<file path="config.mk">
export PLATFORM = sky130hd
export DESIGN_NAME = mmu_arb
export DESIGN_NICKNAME = d
export VERILOG_FILES = /design/src/rtl/mmu_arb.sv
export SDC_FILE = /design/constraint.sdc
export NUM_CORES = 1
export LEC_CHECK = 0
export CAP_MARGIN = 20
export CORE_AREA = 4 4 228 230
export CTS_BUF_LIST = sky130_fd_sc_hd__clkbuf_8
export DETAILED_ROUTE_END_ITERATION = 8
export DIE_AREA = 0 0 232 234
export PLACE_DENSITY = 0.41
export SYNTH_ARGS = -nofsm -noshare
export SYNTH_HDL_FRONTEND = slang
export SYNTH_SLANG_ARGS = --single-unit
</file>
<file path="constraint.sdc">
create_clock -name clk -period 2.83 [get_ports clk]
set_input_delay 0.849 -clock clk [delete_from_list [all_inputs] [get_ports clk]]
set_output_delay 0.849 -clock clk [all_outputs]
set_load 0.02 [all_outputs]
</file>
<file path="src/rtl/mmu_arb.sv">
// Arbitrates fetch and load/store translation requests onto one shared MMU port,
// with sfence flush priority, a response timeout and single-outstanding tracking.
module mmu_arb #(
  parameter logic [9:0] TIMEOUT = 10'd1023,
  parameter int         XLEN    = 64
) (
  input  logic            clk,
  input  logic            rstn,
  input  logic            i_req,
  input  logic [47:0]     i_va,
  output logic            i_gnt,
  output logic            i_rsp_valid,
  output logic [55:0]     i_pa,
  output logic [1:0]      i_pa_bad,
  input  logic            d_req,
  input  logic [47:0]     d_va,
  input  logic            d_w,
  output logic            d_gnt,
  output logic            d_rsp_valid,
  output logic [55:0]     d_pa,
  output logic [1:0]      d_pa_bad,
  input  logic            flush_req,
  input  logic            flush_all_vaddr,
  input  logic            flush_all_asid,
  input  logic [XLEN-1:0] flush_vaddr,
  input  logic [XLEN-1:0] flush_asid,
  output logic            flush_ack,
  output logic            mmu_va_valid,
  output logic [47:0]     mmu_va,
  output logic            mmu_access_w,
  output logic            mmu_access_x,
  input  logic            mmu_pa_valid,
  input  logic [55:0]     mmu_pa,
  input  logic [1:0]      mmu_pa_bad,
  output logic            mmu_tlb_flush_req,
  output logic            mmu_tlb_flush_all_vaddr,
  output logic            mmu_tlb_flush_all_asid,
  output logic [XLEN-1:0] mmu_tlb_flush_vaddr,
  output logic [XLEN-1:0] mmu_tlb_flush_asid
);
  typedef enum logic [1:0] {IDLE, BUSY, FLUSH, DRAIN} state_t;

  state_t      st, nxt;
  logic        owner_d, last_d, armed;
  logic [47:0] va_q;
  logic        w_q, x_q;
  logic [9:0]  cnt;
  logic        grant, take_d;

  always_comb begin
    nxt                     = st;
    grant                   = 1'b0;
    take_d                  = 1'b0;
    i_gnt                   = 1'b0;
    d_gnt                   = 1'b0;
    i_rsp_valid             = 1'b0;
    i_pa                    = '0;
    i_pa_bad                = '0;
    d_rsp_valid             = 1'b0;
    d_pa                    = '0;
    d_pa_bad                = '0;
    flush_ack               = 1'b0;
    mmu_va_valid            = 1'b0;
    mmu_va                  = va_q;
    mmu_access_w            = w_q;
    mmu_access_x            = x_q;
    mmu_tlb_flush_req       = 1'b0;
    mmu_tlb_flush_all_vaddr = 1'b0;
    mmu_tlb_flush_all_asid  = 1'b0;
    mmu_tlb_flush_vaddr     = '0;
    mmu_tlb_flush_asid      = '0;
    if (rstn) begin
      unique case (st)
        // armed blocks any grant in the first cycle out of reset so all outputs stay quiet
        IDLE: if (armed) begin
          if (flush_req) nxt = FLUSH;
          else if (i_req || d_req) begin
            grant        = 1'b1;
            take_d       = d_req && (!i_req || !last_d);
            i_gnt        = !take_d;
            d_gnt        = take_d;
            mmu_va_valid = 1'b1;
            mmu_va       = take_d ? d_va : i_va;
            mmu_access_x = !take_d;
            mmu_access_w = take_d && d_w;
            nxt          = BUSY;
          end
        end
        BUSY: if (mmu_pa_valid) begin
          i_rsp_valid = !owner_d;
          d_rsp_valid = owner_d;
          if (owner_d) begin
            d_pa     = mmu_pa;
            d_pa_bad = mmu_pa_bad;
          end else begin
            i_pa     = mmu_pa;
            i_pa_bad = mmu_pa_bad;
          end
          nxt = IDLE;
        end else if (cnt == TIMEOUT) begin
          // synthesize a bus error; the late MMU answer is swallowed in DRAIN
          i_rsp_valid = !owner_d;
          d_rsp_valid = owner_d;
          if (owner_d) d_pa_bad = 2'b10;
          else         i_pa_bad = 2'b10;
          nxt = DRAIN;
        end
        FLUSH: begin
          flush_ack               = 1'b1;
          mmu_tlb_flush_req       = 1'b1;
          mmu_tlb_flush_all_vaddr = flush_all_vaddr;
          mmu_tlb_flush_all_asid  = flush_all_asid;
          mmu_tlb_flush_vaddr     = flush_vaddr;
          mmu_tlb_flush_asid      = flush_asid;
          nxt                     = IDLE;
        end
        DRAIN: if (mmu_pa_valid) nxt = IDLE;
        default: nxt = IDLE;
      endcase
    end else begin
      mmu_va       = '0;
      mmu_access_w = 1'b0;
      mmu_access_x = 1'b0;
    end
  end

  always_ff @(posedge clk) begin
    if (!rstn) begin
      st      <= IDLE;
      owner_d <= 1'b0;
      last_d  <= 1'b0;
      armed   <= 1'b0;
      cnt     <= '0;
      va_q    <= '0;
      w_q     <= 1'b0;
      x_q     <= 1'b0;
    end else begin
      st    <= nxt;
      armed <= 1'b1;
      if (grant) begin
        owner_d <= take_d;
        last_d  <= take_d;
        va_q    <= mmu_va;
        w_q     <= mmu_access_w;
        x_q     <= mmu_access_x;
        cnt     <= '0;
      end else if (st == BUSY && !mmu_pa_valid && cnt != TIMEOUT) begin
        cnt <= cnt + 10'd1;
      end
    end
  end
endmodule
</file>
# After elaboration in Yosys (flattened, before gate mapping)
# Index checks and enable logic that the tools add are counted.
dict set report word_totals {
  in_bits 291
  register_bits 64
  wordCells 108
}
dict set report op_classes {
  bitwise_logic 1
  n_addsub 1
  n_reduce_logical 13
  n_mux 77
  eq_ne 9
}
# cell count
set op_table {}
lappend op_table {{$mux W56} 8}
lappend op_table {{$mux W48} 6}
lappend op_table {{$mux W64} 4}
lappend op_table {{$mux W1} 40}
lappend op_table {{$mux W2} 18}
lappend op_table {{$add A10 B1 Y10 const B} 1}
lappend op_table {{$eq A10 B10 Y1 const B} 1}
lappend op_table {{$ne A10 B10 Y1 const B} 1}
lappend op_table {{$pmux W2 S4} 1}
lappend op_table {{$ne A3 B3 Y1 const B} 2}
lappend op_table {{$eq A2 B2 Y1 const B} 2}
lappend op_table {{$logic_and A1 B1 Y1} 4}
lappend op_table {{$logic_not A1 Y1} 4}
lappend op_table {{$ne A2 B2 Y1 const B} 2}
lappend op_table {{$reduce_and A4 Y1} 1}
lappend op_table {{$eq A2 B1 Y1 const B} 1}
lappend op_table {{$logic_not A2 Y1} 1}
lappend op_table {{$logic_or A1 B1 Y1} 2}
lappend op_table {{$reduce_or A2 Y1} 1}
lappend op_table {{$not A1 Y1} 1}

# Depth between registers and ports, before layout
dict set report logic_depth {
  word_depth 9
  ltp_mapped 7
  depth_no_buf 5
}

# Worst setup path before layout
# OpenSTA, ideal clock, no wires.
dict set report synth_path {
  kind {input to output}
  start {in flush_req}
  end {out mmu_access_w}
  stages 6
  required_time_ns 1.981
  setup_slack_ns -0.164
  t_arrival_ns 2.145
  path_cell_list {nor4b_4 > and2_1 > buf_2 > buf_4 > nand3_1 > a21boi_0}
}
dict set report synth_between {
  elab_chain_len 4
}
# element line_no
set synth_rtl {}
lappend synth_rtl {{from (decl)} 22} ;# input logic flush_req,
lappend synth_rtl {{$mux W1} 76} ;# if (flush_req) nxt = FLUSH;
lappend synth_rtl {{$mux W1} 75} ;# IDLE: if (armed) begin
lappend synth_rtl {{$mux W1} 73} ;# unique case (st)
lappend synth_rtl {{$mux W1} 72} ;# if (rstn) begin
lappend synth_rtl {{to (decl)} 30} ;# output logic mmu_access_w,
# Every way passes these cells.

# Worst setup path after layout
dict set report layout_path {
  start {in d_req}
  end {out mmu_va[15]}
}
dict set report layout_between {
  elab_chain_len 7
  word_cells_on_any_way 8
}
# element line_no
set layout_rtl {}
lappend layout_rtl {{from (decl)} 15} ;# input logic d_req,
lappend layout_rtl {{$logic_and A1 B1 Y1} 79} ;# take_d = d_req && (!i_req || !last_d);
lappend layout_rtl {{$mux W48} 83} ;# mmu_va = take_d ? d_va : i_va;
lappend layout_rtl {{$mux W48 *} 77} ;# else if (i_req || d_req) begin
lappend layout_rtl {{$mux W48 *} 76}
lappend layout_rtl {{$mux W48 *} 75}
lappend layout_rtl {{$mux W48 *} 73}
lappend layout_rtl {{$mux W48 *} 72}
lappend layout_rtl {{to (decl)} 29} ;# output logic [47:0] mmu_va,
# Mark *: on every way between the ends. The rest lies on a longest branch, timed or not.

==> metrics.md <==
| Metric | Value |
|---|---|
| Core footprint | 49,900 um2 |
| Root buf cell | clkbuf_8 |
| Pins over their slew limit | 0 |
| TritonCTS sink count | 64 |
| Final Hold Fails | 0 |
| DP Worst Slack | -1.10 ns |
| Initial Utilization | a little over a tenth |
| Pin count of the biggest net entering global routing | 53 |
| Initial antenna violation count | 17 |
| Max_slew headroom | around 61% |
| Critical Path RT | around 2 ns |
| Via-to-Cell Ratio | 3.92 |
| Critical Path Fanout Max | 7 |
| Commonest non-fill, non-tap cell in the layout | clkdlybuf4s50_1 |
| Synth Area per Inst | about 8 um2 |
| WHS | a little over 0.5 ns |
| Final setup vio count | 50 |
| Gr busiest metal | met2 |
| Max clock buf depth | 2 |
| Peak VDD IR | 0.162 mV |
| Post-synthesis cell count | between 600 and 700 |
| IO buf count | 593 |
| Highest clock rate | ~320 MHz |
| Area Growth Syn to Fin | 188% |
| Grt met1 use | a little under a fifth |
| Cell row count | between 80 and 90 |
| Overall power | about 3.5 mW |
| Hold/Removal Path Class | flip-flop to flip-flop |
| # DRC | 0 |
| Final cell count without fillers | 2,041 |
| Number of global-route vias before repair | 8,004 |
| Die footprint | around 54,000 um2 |
| I/O Pins | just under 600 |
| Syn_nets | 948 |
| GP Congestion | 0.807 |
| Critical Path Start Type | input pin |
| Post-synthesis sequential area ratio | between 20 and 25% |
| CTS buffer count | 9 |
| Syn Std Cell Area | between 5000 and 6000 um2 |
| NumNets Final | between 1,500 and 2,000 |
| Antenna Nets Post-Route | 0 |
| First-pass GRT wire length | 63,300 um |
| Hold Crit Depth | 2 |
| Die X-Extent | 232 um |
| Tcrit/Tclk final | 112% |
| Post-synth cell types | 43 |
| Clock Latency Late Sink | approximately 0.37 ns |
| Register clock-pin slew on the reported worst setup and hold paths | 0.08 ns |
| Ys async rst share | 0% |
| Wire per inst | 24.2 um |
| P_leak | 7.84 nW |
| Pwr dens | 227 nW/um2 |
| Unrepaired setup endpoints after global routing | true |
| Share of layout cells above drive strength 1 | 47.0% |
| Drt pass-1 iters | 6 |
| Post-route setup TNS | -11.00 ns |
| Failing checks | setup timing |
| Worst Slack Setup Final | -0.328 ns |
| #FFs+latches synth | 64 |
| Vias | 8,004 |
| Least-Margin Pin Slew | between 0.5 and 0.6 ns |
| Hold_buf cts | 0 |
| R2R setup slack | between 0.8 and 0.9 ns |
| H-Tree Depth | 3 |
| Grt ovf | 0 |
| Placed wire-length estimate | approximately 40,000 um |
| Most frequent cells in the layout | clkdlybuf4s50_1, buf_4, and2_1 |
| Placed insts | about 2,000 |
| Hold_sp | w_q |
| DRT iter0 DRCs | between 200 and 300 |
| Max Cap Violations | 0 |
| Syn. warnings | 0 |
| RR Startpoint | st[1] |
| Critical path data arrival time | around 2.3 ns |
| CTS tree | built |
| Post-synth EDFFs | 0 |
| Worst Reg-to-Reg Cells | 10 |
| Hold EP | w_q |
| Crit. End Element | output port |
| Post-Route WL | about 50,000 um |
| Die Y | between 200 and 250 um |
| Setup CP Type | input pin to output port |
| Top_reg_cell synth | dfxtp_1 |
| Worst Skew | roughly 0.014 ns |
| Grt met3 use | about a tenth |
| Min Tclk post-route | 3.16 ns |
| Grt met2 use | 26.5% |
| Reg2reg end | va_q[36] |
| Status | finished with violations |
| Total track usage | between 10% and 20% |
## timing repair
| action | CTS | global route |
|---|---|---|
| buffers inserted | 42 | 25 |
| cloned | 11 | 7 |
| resized for setup | 719 | 335 |
| setup endpoints to repair | 287 | 226 |
| pin swaps | 11 | 13 |
## through the flow
step	cell area [um2]	util (%)
2_1_floorplan	5710	-
3_3_place_gp	13600	27.2
3_5_place_dp	13600	27.2
4_1_cts	14700	29.5
5_1_grt	15300	30.7
6_report	15300	30.7
## worst max-delay path: stages
cell	delay (ns)
buf_8	0.08
a21boi_4	0.18
buf_12	0.14
buf_12	0.11
buf_16	0.16
mux2i_4	0.27
buf_6	0.14
nand2_4	0.04
o211a_4	0.17
buf_6	0.14
## cell usage after synthesis (all sizes together), types with 2 or more instances
cell type	instances	share of area (%)
nor2	6	0.42
nand2	58	4.1
o31ai	2	0.28
a211oi	2	0.38
nor3	7	0.66
nor2b	2	0.24
o21ai	2	0.19
a31o	2	0.33
clkbuf	52	3.7
o21a	3	0.42
nor3b	2	0.38
a21boi	4	0.56
mux2i	50	9.4
nand4	2	0.35
and3	118	14
buf	24	2.6
and2	133	16
a21oi	3	0.28
nand3	4	0.38
dfxtp	64	24
o211a	98	18
## per-layer routing
metal / routed length [um] / part of all wire (%) / vias up
li1: - / - / 3763
met1: 18500 / 37 / 3789
met2: 23000 / 47 / 381
met3: 6620 / 13 / 55
met4: 1170 / 2.4 / 16
met5: 129 / 0.26 / -
## worst max path at each step
stage | start | to | slack [ns] | cells past startpoint
after floorplan | i_req | mmu_va[11] | -0.03 | 6
after global placement | d_req | mmu_va[15] | -1.08 | 10
after detailed placement | d_req | mmu_va[20] | -1.10 | 10
after CTS | d_req | mmu_va[15] | -0.38 | 10
after global routing | d_req | mmu_va[15] | -0.40 | 10
final | d_req | mmu_va[15] | -0.33 | 10
## sequential cells by signal, summed over array words and instances, names as in the netlist
| name | flops |
|---|---|
| x_q | 1 |
| st | 2 |
| last_d | 1 |
| cnt | 10 |
| w_q | 1 |
| armed | 1 |
| va_q | 48 |
## report_power, final
| group | total, mW | internal, mW | switching [mW] |
|---|---|---|---|
| sequential | 0.990 | 0.954 | 0.0363 |
| combinational | 1.72 | 1.03 | 0.690 |
| clock | 0.761 | 0.355 | 0.406 |
| total | 3.47 | 2.34 | 1.13 |
## final cells by class
type	instances	area [um2]
diodes	9	22.5
clock buffers	11	151
clock inverters	4	21.3
fillers	5276	34600
inverters	1	3.75
multi-input cells	515	4730
flip-flops and latches	64	1280
well taps	672	841
repair buffers	765	8250
## logic make-up (layout without fill, tap and decap cells)
kind of cell / after synthesis / in the layout / share of synthesized area [%]
xor gates and xnor gates: 1 / 1 / 0.165
DFF: 64 / 64 / 24.1
other: 0 / 9 / 0
buffers and inverters: 77 / 781 / 6.38
and+or+nand+nor: 342 / 342 / 38.0
AOI/OAI and AO/OA: 120 / 120 / 21.5
muxes: 51 / 51 / 9.62
adders and majority gates: 1 / 1 / 0.235
Note: power is estimated with default switching activity, not from simulation.
